`src/rtl/uart_core_param.sv`:
```
// uart_core_param
//   Full-duplex UART transceiver: one TX serializer and one RX deserializer
//   sharing a single clock. Frame format is fixed at elaboration time:
//   1 start bit, DATA_BITS payload bits (LSB first), optional parity bit,
//   STOP_BITS stop bits, each bit CLKS_PER_BIT clocks long.
//
// Parameters
//   CLKS_PER_BIT  clocks per serial bit (>= 4, even)
//   DATA_BITS     payload bits per frame (5..9)
//   PARITY        0 = none, 1 = odd, 2 = even
//   STOP_BITS     1 or 2
//
// Ports
//   clk, rst        clock; asynchronous active-high reset
//   tx_data/valid   transmit payload and request (taken when tx_ready is high)
//   tx_ready        high only while the transmitter is idle
//   txd             serial output, idles high
//   rxd             serial input, asynchronous to clk
//   rx_data         last received payload
//   rx_valid        one-cycle pulse when rx_data and the error flags update
//   rx_parity_err   parity mismatch on the last frame
//   rx_frame_err    a stop bit was sampled low on the last frame
//   rx_busy         receiver is inside a frame or waiting for the line to idle
module uart_core_param #(
  parameter int CLKS_PER_BIT = 8,
  parameter int DATA_BITS    = 8,
  parameter int PARITY       = 0,
  parameter int STOP_BITS    = 1
) (
  input  logic                 clk,
  input  logic                 rst,
  input  logic [DATA_BITS-1:0] tx_data,
  input  logic                 tx_valid,
  output logic                 tx_ready,
  output logic                 txd,
  input  logic                 rxd,
  output logic [DATA_BITS-1:0] rx_data,
  output logic                 rx_valid,
  output logic                 rx_parity_err,
  output logic                 rx_frame_err,
  output logic                 rx_busy
);

  localparam int CW = $clog2(CLKS_PER_BIT);
  localparam int BW = $clog2(DATA_BITS);
  localparam logic [CW-1:0] CNT_LAST  = CW'(CLKS_PER_BIT - 1);
  localparam logic [CW-1:0] CNT_HALF  = CW'(CLKS_PER_BIT / 2 - 1);
  localparam logic [BW-1:0] DATA_LAST = BW'(DATA_BITS - 1);
  localparam logic [BW-1:0] STOP_LAST = BW'(STOP_BITS - 1);
  localparam logic          PAR_ODD   = (PARITY == 1);

  if (CLKS_PER_BIT < 4 || (CLKS_PER_BIT % 2) != 0) begin : g_bad_clks
    $error("uart_core_param: CLKS_PER_BIT must be >= 4 and even");
  end
  if (DATA_BITS < 5 || DATA_BITS > 9) begin : g_bad_data
    $error("uart_core_param: DATA_BITS must be in 5..9");
  end
  if (PARITY < 0 || PARITY > 2) begin : g_bad_parity
    $error("uart_core_param: PARITY must be 0, 1 or 2");
  end
  if (STOP_BITS < 1 || STOP_BITS > 2) begin : g_bad_stop
    $error("uart_core_param: STOP_BITS must be 1 or 2");
  end

  // ---------------------------------------------------------------- TX
  typedef enum logic [2:0] {TX_IDLE, TX_START, TX_DATA, TX_PAR, TX_STOP} tx_state_e;

  tx_state_e              tx_state_q, tx_state_d;
  logic [CW-1:0]          tx_cnt_q, tx_cnt_d;
  logic [BW-1:0]          tx_bit_q, tx_bit_d;
  logic [DATA_BITS-1:0]   tx_shift_q, tx_shift_d;
  logic                   tx_par_q, tx_par_d;
  logic                   txd_q, txd_d;
  logic                   tx_ready_q, tx_ready_d;

  // txd is registered: every transition decides the next line level so the
  // output changes exactly on bit boundaries.
  always_comb begin
    tx_state_d = tx_state_q;
    tx_cnt_d   = tx_cnt_q;
    tx_bit_d   = tx_bit_q;
    tx_shift_d = tx_shift_q;
    tx_par_d   = tx_par_q;
    txd_d      = txd_q;
    tx_ready_d = tx_ready_q;
    case (tx_state_q)
      TX_IDLE: begin
        if (tx_valid && tx_ready_q) begin
          tx_state_d = TX_START;
          tx_shift_d = tx_data;
          tx_par_d   = (^tx_data) ^ PAR_ODD;
          tx_cnt_d   = '0;
          txd_d      = 1'b0;
          tx_ready_d = 1'b0;
        end
      end
      TX_START: begin
        if (tx_cnt_q == CNT_LAST) begin
          tx_cnt_d   = '0;
          tx_bit_d   = '0;
          tx_state_d = TX_DATA;
          txd_d      = tx_shift_q[0];
        end else begin
          tx_cnt_d = tx_cnt_q + 1'b1;
        end
      end
      TX_DATA: begin
        if (tx_cnt_q == CNT_LAST) begin
          tx_cnt_d = '0;
          if (tx_bit_q == DATA_LAST) begin
            tx_bit_d = '0;
            if (PARITY != 0) begin
              tx_state_d = TX_PAR;
              txd_d      = tx_par_q;
            end else begin
              tx_state_d = TX_STOP;
              txd_d      = 1'b1;
            end
          end else begin
            // Shift the next payload bit into position 0.
            tx_bit_d   = tx_bit_q + 1'b1;
            tx_shift_d = tx_shift_q >> 1;
            txd_d      = tx_shift_q[1];
          end
        end else begin
          tx_cnt_d = tx_cnt_q + 1'b1;
        end
      end
      TX_PAR: begin
        if (tx_cnt_q == CNT_LAST) begin
          tx_cnt_d   = '0;
          tx_bit_d   = '0;
          tx_state_d = TX_STOP;
          txd_d      = 1'b1;
        end else begin
          tx_cnt_d = tx_cnt_q + 1'b1;
        end
      end
      TX_STOP: begin
        if (tx_cnt_q == CNT_LAST) begin
          tx_cnt_d = '0;
          if (tx_bit_q == STOP_LAST) begin
            tx_bit_d   = '0;
            tx_state_d = TX_IDLE;
            tx_ready_d = 1'b1;
            txd_d      = 1'b1;
          end else begin
            tx_bit_d = tx_bit_q + 1'b1;
          end
        end else begin
          tx_cnt_d = tx_cnt_q + 1'b1;
        end
      end
      default: begin
        tx_state_d = TX_IDLE;
        tx_ready_d = 1'b1;
        txd_d      = 1'b1;
        tx_cnt_d   = '0;
        tx_bit_d   = '0;
      end
    endcase
  end

  always_ff @(posedge clk or posedge rst) begin
    if (rst) begin
      tx_state_q <= TX_IDLE;
      tx_cnt_q   <= '0;
      tx_bit_q   <= '0;
      tx_shift_q <= '0;
      tx_par_q   <= 1'b0;
      txd_q      <= 1'b1;
      tx_ready_q <= 1'b1;
    end else begin
      tx_state_q <= tx_state_d;
      tx_cnt_q   <= tx_cnt_d;
      tx_bit_q   <= tx_bit_d;
      tx_shift_q <= tx_shift_d;
      tx_par_q   <= tx_par_d;
      txd_q      <= txd_d;
      tx_ready_q <= tx_ready_d;
    end
  end

  assign txd      = txd_q;
  assign tx_ready = tx_ready_q;

  // ---------------------------------------------------------------- RX
  typedef enum logic [2:0] {RX_IDLE, RX_START, RX_DATA, RX_PAR, RX_STOP, RX_WAIT_IDLE} rx_state_e;

  logic                   rx_sync1_q, rx_sync2_q;
  logic                   rxs;
  rx_state_e              rx_state_q, rx_state_d;
  logic [CW-1:0]          rx_cnt_q, rx_cnt_d;
  logic [BW-1:0]          rx_bit_q, rx_bit_d;
  logic [DATA_BITS-1:0]   rx_shift_q, rx_shift_d;
  logic                   rx_perr_q, rx_perr_d;   // flags of the frame in flight
  logic                   rx_ferr_q, rx_ferr_d;
  logic [DATA_BITS-1:0]   rx_data_q, rx_data_d;
  logic                   rx_valid_q, rx_valid_d;
  logic                   rx_parity_err_q, rx_parity_err_d;
  logic                   rx_frame_err_q, rx_frame_err_d;
  logic                   rx_busy_q, rx_busy_d;
  logic                   rx_ferr_now;

  assign rxs = rx_sync2_q;

  always_comb begin
    rx_state_d      = rx_state_q;
    rx_cnt_d        = rx_cnt_q;
    rx_bit_d        = rx_bit_q;
    rx_shift_d      = rx_shift_q;
    rx_perr_d       = rx_perr_q;
    rx_ferr_d       = rx_ferr_q;
    rx_data_d       = rx_data_q;
    rx_valid_d      = 1'b0;
    rx_parity_err_d = rx_parity_err_q;
    rx_frame_err_d  = rx_frame_err_q;
    rx_ferr_now     = rx_ferr_q | ~rxs;
    case (rx_state_q)
      RX_IDLE: begin
        if (!rxs) begin
          rx_state_d = RX_START;
          rx_cnt_d   = '0;
          rx_perr_d  = 1'b0;
          rx_ferr_d  = 1'b0;
        end
      end
      RX_START: begin
        // Half a bit in: recheck the line so short glitches are dropped and
        // every later sample lands mid-bit.
        if (rx_cnt_q == CNT_HALF) begin
          rx_cnt_d = '0;
          rx_bit_d = '0;
          rx_state_d = rxs ? RX_IDLE : RX_DATA;
        end else begin
          rx_cnt_d = rx_cnt_q + 1'b1;
        end
      end
      RX_DATA: begin
        if (rx_cnt_q == CNT_LAST) begin
          rx_cnt_d   = '0;
          rx_shift_d = {rxs, rx_shift_q[DATA_BITS-1:1]};
          if (rx_bit_q == DATA_LAST) begin
            rx_bit_d   = '0;
            rx_state_d = (PARITY != 0) ? RX_PAR : RX_STOP;
          end else begin
            rx_bit_d = rx_bit_q + 1'b1;
          end
        end else begin
          rx_cnt_d = rx_cnt_q + 1'b1;
        end
      end
      RX_PAR: begin
        if (rx_cnt_q == CNT_LAST) begin
          rx_cnt_d   = '0;
          rx_bit_d   = '0;
          rx_perr_d  = rxs ^ (^rx_shift_q) ^ PAR_ODD;
          rx_state_d = RX_STOP;
        end else begin
          rx_cnt_d = rx_cnt_q + 1'b1;
        end
      end
      RX_STOP: begin
        if (rx_cnt_q == CNT_LAST) begin
          rx_cnt_d  = '0;
          rx_ferr_d = rx_ferr_now;
          if (rx_bit_q == STOP_LAST) begin
            rx_bit_d        = '0;
            rx_valid_d      = 1'b1;
            rx_data_d       = rx_shift_q;
            rx_parity_err_d = rx_perr_q;
            rx_frame_err_d  = rx_ferr_now;
            // A low stop bit may be a break; wait for the line to return high.
            rx_state_d      = rx_ferr_now ? RX_WAIT_IDLE : RX_IDLE;
          end else begin
            rx_bit_d = rx_bit_q + 1'b1;
          end
        end else begin
          rx_cnt_d = rx_cnt_q + 1'b1;
        end
      end
      RX_WAIT_IDLE: begin
        if (rxs) begin
          rx_state_d = RX_IDLE;
        end
      end
      default: begin
        rx_state_d = RX_IDLE;
        rx_cnt_d   = '0;
        rx_bit_d   = '0;
      end
    endcase
    rx_busy_d = (rx_state_d != RX_IDLE);
  end

  always_ff @(posedge clk or posedge rst) begin
    if (rst) begin
      rx_sync1_q      <= 1'b1;
      rx_sync2_q      <= 1'b1;
      rx_state_q      <= RX_IDLE;
      rx_cnt_q        <= '0;
      rx_bit_q        <= '0;
      rx_shift_q      <= '0;
      rx_perr_q       <= 1'b0;
      rx_ferr_q       <= 1'b0;
      rx_data_q       <= '0;
      rx_valid_q      <= 1'b0;
      rx_parity_err_q <= 1'b0;
      rx_frame_err_q  <= 1'b0;
      rx_busy_q       <= 1'b0;
    end else begin
      rx_sync1_q      <= rxd;
      rx_sync2_q      <= rx_sync1_q;
      rx_state_q      <= rx_state_d;
      rx_cnt_q        <= rx_cnt_d;
      rx_bit_q        <= rx_bit_d;
      rx_shift_q      <= rx_shift_d;
      rx_perr_q       <= rx_perr_d;
      rx_ferr_q       <= rx_ferr_d;
      rx_data_q       <= rx_data_d;
      rx_valid_q      <= rx_valid_d;
      rx_parity_err_q <= rx_parity_err_d;
      rx_frame_err_q  <= rx_frame_err_d;
      rx_busy_q       <= rx_busy_d;
    end
  end

  assign rx_data       = rx_data_q;
  assign rx_valid      = rx_valid_q;
  assign rx_parity_err = rx_parity_err_q;
  assign rx_frame_err  = rx_frame_err_q;
  assign rx_busy       = rx_busy_q;

endmodule

```
`config.mk`:
```
export PLATFORM = sky130hd
export DESIGN_NAME = uart_core_param
export DESIGN_NICKNAME = d
export VERILOG_FILES = /design/src/rtl/uart_core_param.sv
export SDC_FILE = /design/constraint.sdc
export NUM_CORES = 1
export LEC_CHECK = 0
export CAP_MARGIN = 40
export CORE_ASPECT_RATIO = 1.75
export CORE_MARGIN = 5
export CORE_UTILIZATION = 61
export CTS_BUF_LIST = sky130_fd_sc_hd__clkbuf_4
export DETAILED_ROUTE_END_ITERATION = 7
export PLACE_DENSITY = 0.84
export SLEW_MARGIN = 30
export SYNTH_ARGS = -nofsm -noshare
export SYNTH_HDL_FRONTEND = slang
export SYNTH_SLANG_ARGS = --single-unit
```
`constraint.sdc`:
```
create_clock -name clk -period 4.64 [get_ports clk]
set_input_delay 1.392 -clock clk [delete_from_list [all_inputs] [get_ports clk]]
set_output_delay 1.392 -clock clk [all_outputs]
set_load 0.02 [all_outputs]
```
---- Yosys cells after proc, flatten, opt, wreduce, memory -nomap -nowiden ----
Index checks and enable logic that the tools add are counted.
word-level totals
  output and inout port bits .............. 14
  bits of input ports ..................... 12
  register bits ........................... 52
cells by class
  reduce and logical (&&, ||, !) cells .... 26
  muxes and demuxes ....................... 60
  equality and inequality tests ........... 28
  add/sub/neg operators ................... 4
  bitwise logic cells ..................... 7
operators by type and width
  cell                 count
  $mux 3               32
  $pmux 3 s5           2
  $ne 2x2->1 const B   13
  $mux 8               3
  $pmux 3 s4           2
  $eq 3x3->1 const B   7
  $pmux 3 s6           1
  $pmux 8 s2           1
  $eq 3x2->1 const B   5
  $mux 1               13
  $add 3x1->3 const B  4
  $logic_not 3->1      4
  $reduce_and 4->1     3
  $reduce_and 3->1     3
  $reduce_xor 8->1     1
  $reduce_and 7->1     1
  $eq 3x1->1 const B   2
  $pmux 3 s2           1
  $reduce_and 6->1     1
  $reduce_bool 2->1    3
  $reduce_or 3->1      2
  $not 1->1            5
  $pmux 1 s5           1
  $reduce_and 5->1     1
  11 further kinds     14

---- Depth between registers and ports, before layout ----
Gate-level depths: netlist (run 1).
  word-level depth ........................ 7
  mapped depth ............................ 9
  depth with buffers taken out ............ 7

---- Least setup slack after synthesis (run 1) ----
Ideal clock, no wire load.
  path type ............................... input -> register
  from .................................... in tx_valid
  to ...................................... reg tx_shift_q[0]
  path buffers ............................ 2
  slack ................................... 2330 ps
  stages .................................. 7
  data arrival time ....................... 2228 ps
  data required time ...................... 4558 ps
  cells stage by stage .................... nand2_1 o21ai_0 and2_1 clkbuf_1 buf_2 nor2_1 a31oi_1
on the way
  longest elaborated chain between the ends .. 3
ends and longest elaborated chain
  element                     RTL line  text
  start: declaration          33        input logic tx_valid,
  $logic_and 1x1->1           88        if (tx_valid && tx_ready_q) begin
  $ne 2x2->1 (no line)        n/a
  $reduce_and 4->1 (no line)  n/a
  end signal: assignment      177       tx_shift_q <= tx_shift_d;
  end: declaration            71        logic [DATA_BITS-1:0] tx_shift_q, tx_shift_d;
Every way passes these cells.
A chain may end at the register's enable or synchronous reset.

---- Worst setup path in the final report (run 1) ----
  from .................................... reg tx_ready_q, in the netlist tx_ready
  to ...................................... out tx_ready
RTL lines
  element                   RTL line  text
  start: declaration        74        logic tx_ready_q, tx_ready_d;
  start signal: assignment  180       tx_ready_q <= tx_ready_d;
  end: declaration          34        output logic tx_ready,
No word-level cell between the ends.

==> reports/results.txt, run 1 <==
Counting every sink on the clock net gives 52. The placed wire-length estimate was 3510 um. Data arrives at the worst endpoint at 1570 ps. Clock insertion delay at the later pin of the skew report: 370 ps. Hold repair after CTS inserted 0 buffers. Summed over all layers, the global routing overflow is 0. The residual antenna-violating net count after detailed routing was 0; the relative max-transition margin was 0.592. The critical path's slowest cell was clkdlybuf4s50_1. The first detailed-routing pass took 4 iterations.

Die span in x: 60.5 um. The number of distinct library cells after synthesis is 44, and the mean area per synthesized cell is 10.3 um^2. Counting every instance in the synthesized netlist gives 265. For this block, the via count after detailed routing is 1955. The register area share after synthesis was 0.480. The tools report the wire length of the first global-routing pass as 8590 um. The routed design has 4850 um of wire. The logs give 7.39 ps for the final clock skew and 0 for the count of synthesis-stage warnings from yosys.

Of all nets on the critical path, the largest fanout is 5. The worst register-to-register path has a depth of 3. The non-filler instance count after layout was 335.

The routability-driven placement congestion ratio was 0.821. The total count of hold-check failures in the final report was 0. The total routing resource utilization after global routing came out at 0.189. The library cell used most frequently in the layout, excluding fill and tap cells, is dfrtp_1. Buffers plus inverters on the worst setup path: 1.

The share of synthesized flip-flops with an asynchronous set or reset came out at 1.00. The most common flop cell mapped by yosys was dfrtp_1. Dividing the detail-routed wire length by the instance count gives 14.5 um. The floorplan has 32 rows. The run gives 0.00138 uW as the cell leakage power. Setup slack on the critical path of the routed design comes to 1680 ps. The post-place instance area was 2920 um^2. Counting the buffers created by CTS gives 5. The reported max-cap violation count is 0. The worst-case IR drop observed on VDD is 0.404 mV. Before CTS, the worst setup slack after placement is 1810 ps. In this run, placement finished with an instance count of 327. For this run, design rule violations remaining after detail routing come to 0. The floorplan step set the die height to 98.4 um. The post-cts repair resize count came out at 0.

Dividing total power by cell area gives a power density of 532 nW/um^2. The worst hold path was traced through 0 stages. For the final layout net count, the log shows 308.

The startpoint type of the worst setup path is a flop. Ratio of cells with drive above 1 in the final layout: 0.127. Critical path endpoint category: an output port. In this run the critical register-to-register path is launched from rx_state_q[2]$_DFF_PP0_. Clock-pin slew was measured on the worst setup and hold paths at 150 ps. The tools report the initial antenna violation count as 0.

For the worst setup path, the data required time is 3250 ps. After floorplanning, the core was sized to cover 4360 um^2. Setup repair after global routing left no endpoint under its margin. The top cell family by delay on the critical path is buffers and inverters.

In this run the clock root is driven by a clkbuf_4. The final clock period utilization by the worst path is 0.638, and the count of state elements after synthesis is 52. The flow ran to the end, and the final reports show no timing, DRC or antenna violations. The routed design could run at a clock period as short as 2960 ps. The number of global-route vias before repair came out at 1884. The critical path is of the flop to output port type. The number of flops mapped to enable cells by yosys is 0, and the delay of the slowest critical-path stage is 610 ps. Count of pins over their slew limit: 0.

After detailed routing, the number of vias per cell comes to 5.84. The clock passes through at most 2 buffers. Setup violations remaining at the end of the flow were counted as 0.

The logs give 2720 um^2 for the netlist area before placement and 26 for the number of primary I/O pins. The violation count after the first detailed-routing iteration was 43; the count of port buffers added during placement was 25. Slew at the pin closest to its max-slew limit: 613 ps. Counting every net in the synthesized netlist gives 290.

The die covers 5950 um^2. The repair_antennas step left the layout with diodes totalling 0. In this run the most critical hold path is launched from rx_sync1_q$_DFF_PP1_.

The path type of the worst min-delay path was flop to flop. For this run, the top clock speed supported by timing is 338 MHz. From synthesis to final layout, the design area changed by 10.2%.

In the layout the commonest cells are dfrtp_1, nand2_1, clkdlybuf4s50_1. Buffers added to address setup during post-CTS repair amount to 0. The path with the worst hold slack has its endpoint at rx_sync2_q$_DFF_PP1_.

Entering global routing, the biggest net connects 53 pins. TritonCTS built the clock tree. Traced cell by cell, the critical path runs through clkdlybuf4s50_1. After layout, the design draws a total of 1600 uW. The tools report the aggregate negative setup slack as 0 ps. The number of levels in the clock H-tree is 2. In this run the critical register-to-register path is captured at rx_data[1]$_DFFE_PP0P_. The post-route cell area is 3000 um^2. For the slack of the worst reg-to-reg path, the log shows 2520 ps. For the starting utilization of the core area, the log shows 0.624.
## cells by family after synthesis
family / share of synthesized area
simple gates: 0.164
flops: 0.480
compound gates: 0.114
buf+inv: 0.0634
mux: 0.0905
fa+ha+maj: 0.0597
xor+xnor: 0.0289
## state kept, by name, indices dropped and copies added, names as in the netlist
signal         count
rx_ferr_q          1
rx_valid           1
rx_cnt_q           3
rx_sync1_q         1
tx_ready           1
rx_parity_err      1
tx_cnt_q           3
tx_shift_q         8
rx_shift_q         8
rx_frame_err       1
rx_data            8
rx_sync2_q         1
rx_perr_q          1
txd                1
rx_busy            1
rx_state_q         3
tx_state_q         3
tx_bit_q           3
rx_bit_q           3
## Yosys cell counts, types with 5 or more instances
cell type | count | share of area
inv_1 | 13 | 0.018
mux2_2 | 19 | 0.079
ha_1 | 13 | 0.060
a21oi_1 | 10 | 0.018
nor2_1 | 20 | 0.028
nand3_1 | 6 | 0.011
xnor2_1 | 7 | 0.023
nand2_1 | 35 | 0.048
a31oi_1 | 9 | 0.021
o21ai_0 | 12 | 0.022
dfrtp_1 | 48 | 0.44
nand3b_1 | 5 | 0.014
## layer usage
layer / routed length [um] / vias to the layer above / GRT usage
li1: - / 955 / -
met1: 2030 / 953 / 0.230
met2: 2550 / 37 / 0.321
met3: 135 / 10 / 0.0278
met4: 133 / 0 / 0.0851
met5: 0 / - / 0
## area by class of cell
class	count	area, um^2
Fill cell	325	1360
Sequential cell	52	1310
Multi-Input combinational cell	186	1240
Timing Repair Buffer	25	250
Tap cell	51	63.8
Inverter	13	51.3
Clock inverter	3	46.3
Clock buffer	5	37.5
## metrics by stage
step	util	hold WS (ps)
floorplan	-	345
global placement	0.668	345
detailed placement	0.668	351
CTS	0.688	372
global route	0.688	381
finish	0.688	369
## where the power goes
group / total [uW] / internal, uW / switching [uW]
Combinational: 598 / 286 / 312
Clock: 265 / 115 / 149
Sequential: 735 / 583 / 152
## worst max-delay path by stage
| stage | start | to | slack (ps) | cells after the start |
|---|---|---|---|---|
| floorplan | rst | rx_bit_q[0]$_DFFE_PP0P_ | 2000 | 1 |
| global placement | tx_valid | tx_shift_q[1]$_DFFE_PP0P_ | 1850 | 6 |
| detailed placement | tx_valid | tx_shift_q[4]$_DFFE_PP0P_ | 1810 | 6 |
| CTS | tx_ready$_DFFE_PP1P_ | tx_ready | 1660 | 1 |
| global route | tx_ready$_DFFE_PP1P_ | tx_ready | 1630 | 1 |
| finish | tx_ready$_DFFE_PP1P_ | tx_ready | 1680 | 1 |
Power figures use the tool's default switching activity.
==> run 2, diff against run 1 <==
--- a/config.mk
+++ b/config.mk
@@ -8,10 +8,10 @@
 export CAP_MARGIN = 40
 export CORE_ASPECT_RATIO = 1.75
 export CORE_MARGIN = 5
-export CORE_UTILIZATION = 61
+export CORE_UTILIZATION = 53
 export CTS_BUF_LIST = sky130_fd_sc_hd__clkbuf_4
 export DETAILED_ROUTE_END_ITERATION = 7
-export PLACE_DENSITY = 0.84
+export PLACE_DENSITY = 0.78
 export SLEW_MARGIN = 30
 export SYNTH_ARGS = -nofsm -noshare
 export SYNTH_HDL_FRONTEND = slang
==> constraint.sdc (replaced) <==
create_clock -name clk -period 2.7 [get_ports clk]
set_input_delay 0.81 -clock clk [delete_from_list [all_inputs] [get_ports clk]]
set_output_delay 0.81 -clock clk [all_outputs]
set_load 0.02 [all_outputs]
==> run 2 against run 1 <==
- critical path depth is the same
- combinational power grew 89%
- flip-flop and latch count is the same
- sequential power grew 63%
- power grew 66%
- via count grew 0.97%
- largest cell class unchanged
- clock skew grew 6.1 ps
- routed wire length grew 0.52%
- critical endpoint unchanged
- clock power grew 27%
- global-route usage shrank 3.1 points
- utilization shrank 8.1 points
==> reports/results.txt, run 2 (synthesis gave the netlist of run 1 again) <==
The floorplan step defined a core boundary enclosing 4980 um^2. After clock tree synthesis, the setup repair step added 0 buffers. The aggregate negative setup slack is 0 ps, and the non-filler instance count after layout is 342. Clock latency on the worst-skew pair, taken at its later pin, is 370 ps. Across the VDD grid, the largest voltage drop is 0.653 mV. The worst hold path passes through 0 cells. The clock arrives with 13.5 ps of skew.

The setup-violating endpoint count in the final report is 0. For this run, design rule violations remaining after detail routing come to 0. The y dimension of the die is 105 um, and the die outline area is 6730 um^2. Clock-pin slew was measured on the worst setup and hold paths at 130 ps. The routability-driven placement congestion ratio is 0.827, and the buffers plus inverters on the worst setup path is 1.

Count of pins over their slew limit: 0. Across all setup checks in the final design, the least slack found is 324 ps. Power comes to 2660 uW.

The first routing iteration left 92 violations. The per-cell routed wire length works out to 14.2 um. The maximum number of pins on one net before global-route repair was 53. On the final layout, the worst hold slack is 366 ps. Data arrives at the worst endpoint at 1570 ps. The total iterations of the first detailed-routing run was 4; the number of buffers on the longest clock path was 2. Along the worst path, the maximum fanout reaches 5.

Setup repair after global routing left no endpoint under its margin. Setup slack after placement: 434 ps. The residual antenna-violating net count after detailed routing is 0. The critical path goes through clkdlybuf4s50_1. 26 I/O pins were placed. Setup slack on the worst reg-to-reg path comes out at 670 ps. The worst setup path is of the flop to output port kind. The tools report the sink of the worst hold path as rx_sync2_q$_DFF_PP1_. At the pin with the least slew margin, the transition time is 555 ps.

The first global-routing pass estimated 8740 um of wire. TritonCTS built the clock tree. The flow ran to the end, and the final reports show no timing, DRC or antenna violations.

The tools report the total routing resource utilization after global routing as 0.158. After detailed routing, the total wire length is 4870 um. The final clock period utilization by the worst path is 0.880. Number of global-route vias before repair: 2041.

After legalization and detailed placement, the total HPWL measured 3680 um. The library cells used most frequently in the layout, excluding fill and tap cells, are dfrtp_1, nand2_1, clkdlybuf4s50_1. Initial antenna violation count: 0. Startpoint type of the worst setup path: a flop. The tool flagged a number of max-cap violations equal to 0. The critical path's slowest cell is clkdlybuf4s50_1.

The run gives 1974 as the via count. The length in cells of the worst reg-to-reg path was 4; the data required time at the worst endpoint was 1890 ps. Compared with the post-synthesis result, the final layout area differs by 10.7%. The worst setup path is captured at an output port. In this run the power density over the cells is 881 nW/um^2.

Path type of the worst min-delay path: flop to flop. The number of antenna diodes in the final layout is 0. For this design the static power due to leakage is 0.00139 uW.

The ratio of cells with drive above 1 in the final layout came out at 0.135. The origin of the worst min-delay path is rx_sync1_q$_DFF_PP1_. The kind of cell with the highest combined delay along the critical path is buffers and inverters. The post-layout minimum cycle time works out to 2380 ps. The final layout contains 312 nets.

The number of levels in the clock H-tree was 2. The top achievable clock speed was 421 MHz; the relative max-transition margin was 0.630. The startpoint identified for the worst register-to-register timing path is rx_cnt_q[1]$_DFFE_PP0P_. Port buffering added 25 buffers. For this run, the slowest stage of the critical path takes 610 ps. The total count of hold-check failures in the final report is 0. The starting utilization of the core area is 0.547. The endpoint identified for the worst register-to-register timing path is rx_data[4]$_DFFE_PP0P_.

The hold buffer count at cts is 0, and the post-cts repair resize count is 0. Counting the buffers created by CTS gives 5. Measured along the x axis, the die boundary spans 64.2 um. The floorplan has 34 rows. In the routed layout, each cell is associated on average with a via count of 5.77. Clock tree synthesis found a total of 52 sinks. The remaining global-route overflow was 0. The cell sitting at the root of the clock tree is a clkbuf_4.

Leaving out fill and tap cells, the most frequent cell in the layout is dfrtp_1. For the number of instances in the placed design, the log shows 334.
==> run 2: cell types whose count changed in the layout (fill, tap and decap cells not counted), sizes merged <==
| cell | change |
|---|---|
| buf | +4 |
| clkbuf | +1 |
| clkinv | +1 |
| bufinv | -1 |
| inv | -1 |
==> run 2: report_power, final <==
group / total, uW / switching [uW] / internal, uW
Clock: 336 / 227 / 110
Combinational: 1130 / 610 / 517
Sequential: 1200 / 192 / 1000
Total: 2660 / 1030 / 1630
==> run 2: worst max path at each step <==
stage	startpoint	endpoint	cells past startpoint
after floorplan	rst	rx_bit_q[0]$_DFFE_PP0P_	1
after global placement	tx_valid	tx_shift_q[3]$_DFFE_PP0P_	6
after detailed placement	tx_valid	tx_shift_q[3]$_DFFE_PP0P_	6
after CTS	tx_ready$_DFFE_PP1P_	tx_ready	1
after global routing	tx_ready$_DFFE_PP1P_	tx_ready	1
final	tx_ready$_DFFE_PP1P_	tx_ready	1
==> run 2: layer usage <==
metal / track usage / vias up / routed length, um
li1: - / 959 / -
met4: 0.0757 / 0 / 148
met3: 0.0311 / 12 / 173
met1: 0.176 / 962 / 1870
met2: 0.280 / 41 / 2680
met5: 0 / - / 0
==> run 2: worst register-to-register path, cell delays in order (launching register included) <==
cell,delay [ps]
dfrtp_1,400
ha_1,240
ha_1,330
and3_1,570
mux2_2,400
==> run 2: area by class of cell <==
cell class                 count  area [um^2]
fill                         436         1960
sequential                    52         1310
multi-input combinational    186         1240
timing repair buffer          29          293
tap                           54         67.6
inverter                      13         48.8
clock buffer                   6         45.0
clock inverter                 2         11.3
==> run 2: stage by stage <==
step,util,instance area (um^2)
finish,0.606,3020
global route,0.606,3020
CTS,0.606,3020
detailed placement,0.595,2960
global placement,0.595,2960
floorplan,-,2720
==> run 3, diff against run 2 <==
==> constraint.sdc (replaced) <==
create_clock -name clk -period 2.7 [get_ports clk]
set_input_delay 0.81 -clock clk [delete_from_list [all_inputs] [get_ports clk]]
set_output_delay 0.81 -clock clk [all_outputs]
set_load 0.01 [all_outputs]
==> run 3 against run 2 <==
- sequential share of layout area hardly changed
- cell area hardly changed
- hold slack better by 1.6 ps
- fmax is 3.3% higher
- clock power hardly changed
- global-route usage is 0.47 points higher
- worst setup slack better by 77 ps
- flip-flop and latch count stayed put
- combinational power hardly changed
- final cell count stayed put
- routed wire length is 1.9% higher
- critical path depth stayed put
==> reports/results.txt, run 3 (synthesis gave the netlist of run 1 again) <==
The run gives 367 ps as the hold slack. The reg-to-reg endpoint was rx_data[5]$_DFFE_PP0P_. The top cell types in the final layout, fill and taps aside, are dfrtp_1, nand2_1, clkdlybuf4s50_1.

For the post-route cell area, the log shows 3020 um^2. The tools report the residual antenna-violating net count after detailed routing as 0. The number of buffers on the longest clock path came out at 2. On the final layout, the worst clock skew is 24.4 ps.

The run gives 4980 um^2 as the core footprint. The critical path starts at tx_ready$_DFFE_PP1P_. After detailed routing, the total wire length is 4970 um.

For the number of instances in the placed design, the log shows 334. At the worst endpoint, the arrival time is 1490 ps. For the footprint of the multi-input gates, the log shows 1240 um^2. The post-layout minimum cycle time was 2300 ps. The number of hold buffers added after CTS was 0. The clock transition at the registers of the reported paths is 160 ps.

TritonCTS built the clock tree. Cell leakage power: 0.00140 uW. The slew at the pin closest to its max-slew limit works out to 539 ps. The clock drives 52 sinks.

For the post-cts repair resize count, the log shows 0. The worst hold path terminates at rx_sync2_q$_DFF_PP1_. For the total count of hold-check failures in the final report, the log shows 0. The largest fanout on the critical path is 5. The worst hold path begins at rx_sync1_q$_DFF_PP1_. The clock tree synthesis step divided the H-tree into 2 levels.

The run gives 0 ps as the aggregate negative setup slack. For this run, design rule violations remaining after detail routing come to 0. The run gives 435 MHz as the top achievable clock speed.

The library cell used most frequently in the layout, excluding fill and tap cells, is dfrtp_1. The number of cells on the worst reg-to-reg path is 4. In this run the power density over the cells is 879 nW/um^2. The met1 layer usage reported by global route is 0.183. After detailed routing, the average wire length per cell comes to 14.5 um. The relative max-transition margin is 0.641. The path type of the worst min-delay path was flop to flop.

The storage element area was 1310 um^2. Walking the worst path, the cells encountered are clkdlybuf4s50_1. The data required time at the worst endpoint is 1890 ps, and the buffers plus inverters on the worst setup path is 1.

The tool flagged a number of max-cap violations equal to 0. The final clock period utilization by the worst path came out at 0.851. The tree is rooted in a clkbuf_4.

The total setup buffers inserted after CTS is 0. The critical path in this run is classified as flop to output port. In this run the cell area measured after placement is 2960 um^2.

The number of global-route vias before repair came out at 2083. The tools report the non-filler instance count after layout as 342. Setup repair after global routing left no endpoint under its margin. Number of placement rows: 34. Number of logic stages on the critical path including buffering: 1. Setup violations remaining at the end of the flow were counted as 0. In this run the horizontal extent of the chip is 64.2 um. The wire-length estimate of the detail-placed layout is 3740 um. The starting utilization of the core area was 0.547. The clock insertion delay at the later pin of the skew report was 370 ps; the y dimension of the die was 105 um. The die covers 6730 um^2. The initial antenna violation count is 0.

After filler insertion, the fill cell instance count of the layout stands at 427. Maximum number of pins on one net before global-route repair: 53. The repair_antennas step left the layout with diodes totalling 0. The run finished with clean final reports. Peak supply drop: 0.721 mV. Summed over all layers, the global routing overflow is 0. Dividing the detail-routed via count by the number of cells gives 5.76.

For the final layout net count, the log shows 312. Along the worst hold path, the cell count comes to 0. Relative to the synthesized area, the layout overhead comes to 10.7%.

The worst setup path is captured at an output port. The startpoint of the lowest-slack register-to-register path was rx_cnt_q[0]$_DFFE_PP0P_. The total iterations of the first detailed-routing run was 4. The met3 layer usage reported by global route is 0.0279, and the count of port buffers added during placement is 25. In this run, CTS created clock tree buffers numbering 5.

The congestion estimate from routability-driven global placement came to 0.864. The layer carrying the most global-route usage was met2. The slowest stage of the critical path is the dfstp_2 cell. The first global-routing pass estimated 9070 um of wire. The met2 track demand over resource was 0.302.

The worst setup path is launched from a flop. The count of pins over their slew limit was 0; the total routing resource utilization after global routing was 0.163. The detailed router finished its first iteration with 111 violations. The top cell family by delay on the critical path is flip-flops. The number of primary I/O pins came out at 26. The ratio of cells with drive above 1 in the final layout works out to 0.135. The slack of the worst reg-to-reg path is 640 ps, and the via count is 1969.

The minimum setup slack in the final design is 401 ps. On the worst path, the slowest cell contributes a delay of 600 ps. Timing analysis after detailed placement gives a worst setup slack of 406 ps.
==> run 3: cell types whose count changed in the layout (fill, tap and decap cells not counted), sizes merged <==
| cell | delta |
|---|---|
| clkinvlp | -1 |
| clkbuf | -1 |
| clkinv | +1 |
| inv | +1 |
==> run 3: final cells by class <==
| type | count | share of cell area |
|---|---|---|
| Multi-Input combinational cell | 186 | 0.413 |
| Timing Repair Buffer | 29 | 0.0971 |
| Tap cell | 54 | 0.0224 |
| Clock inverter | 3 | 0.00581 |
| Sequential cell | 52 | 0.433 |
| Clock buffer | 5 | 0.0124 |
| Inverter | 13 | 0.0162 |
==> run 3: per-layer routing <==
layer | routed length, um | vias up
met1 | 1930 | 958
li1 | - | 960
met5 | 0 | -
met2 | 2780 | 43
met4 | 77 | 0
met3 | 178 | 8
==> run 3: worst register-to-register path: stages (launching register included) <==
cell and delay [ps]:
dfrtp_1 400, ha_1 230, ha_1 350, and3_1 560, mux2_2 400
==> run 3: worst max-delay path by stage <==
stage	endpoint
global placement	tx_shift_q[4]$_DFFE_PP0P_
global route	tx_ready
detailed placement	tx_shift_q[2]$_DFFE_PP0P_
CTS	tx_ready
floorplan	rx_bit_q[0]$_DFFE_PP0P_
finish	tx_ready
==> run 3: power breakdown <==
group / internal [uW] / switching [uW] / leakage [uW]
registers: 1000 / 206 / 0.000670
clock network: 101 / 235 / 0.0000330
logic: 517 / 588 / 0.000694
==> run 3: through the flow <==
step / util / total power (uW)
2_1_floorplan: - / 2110
3_3_place_gp: 0.595 / 2270
3_5_place_dp: 0.595 / 2340
4_1_cts: 0.606 / 2680
5_1_grt: 0.606 / 2900
6_report: 0.606 / 2650
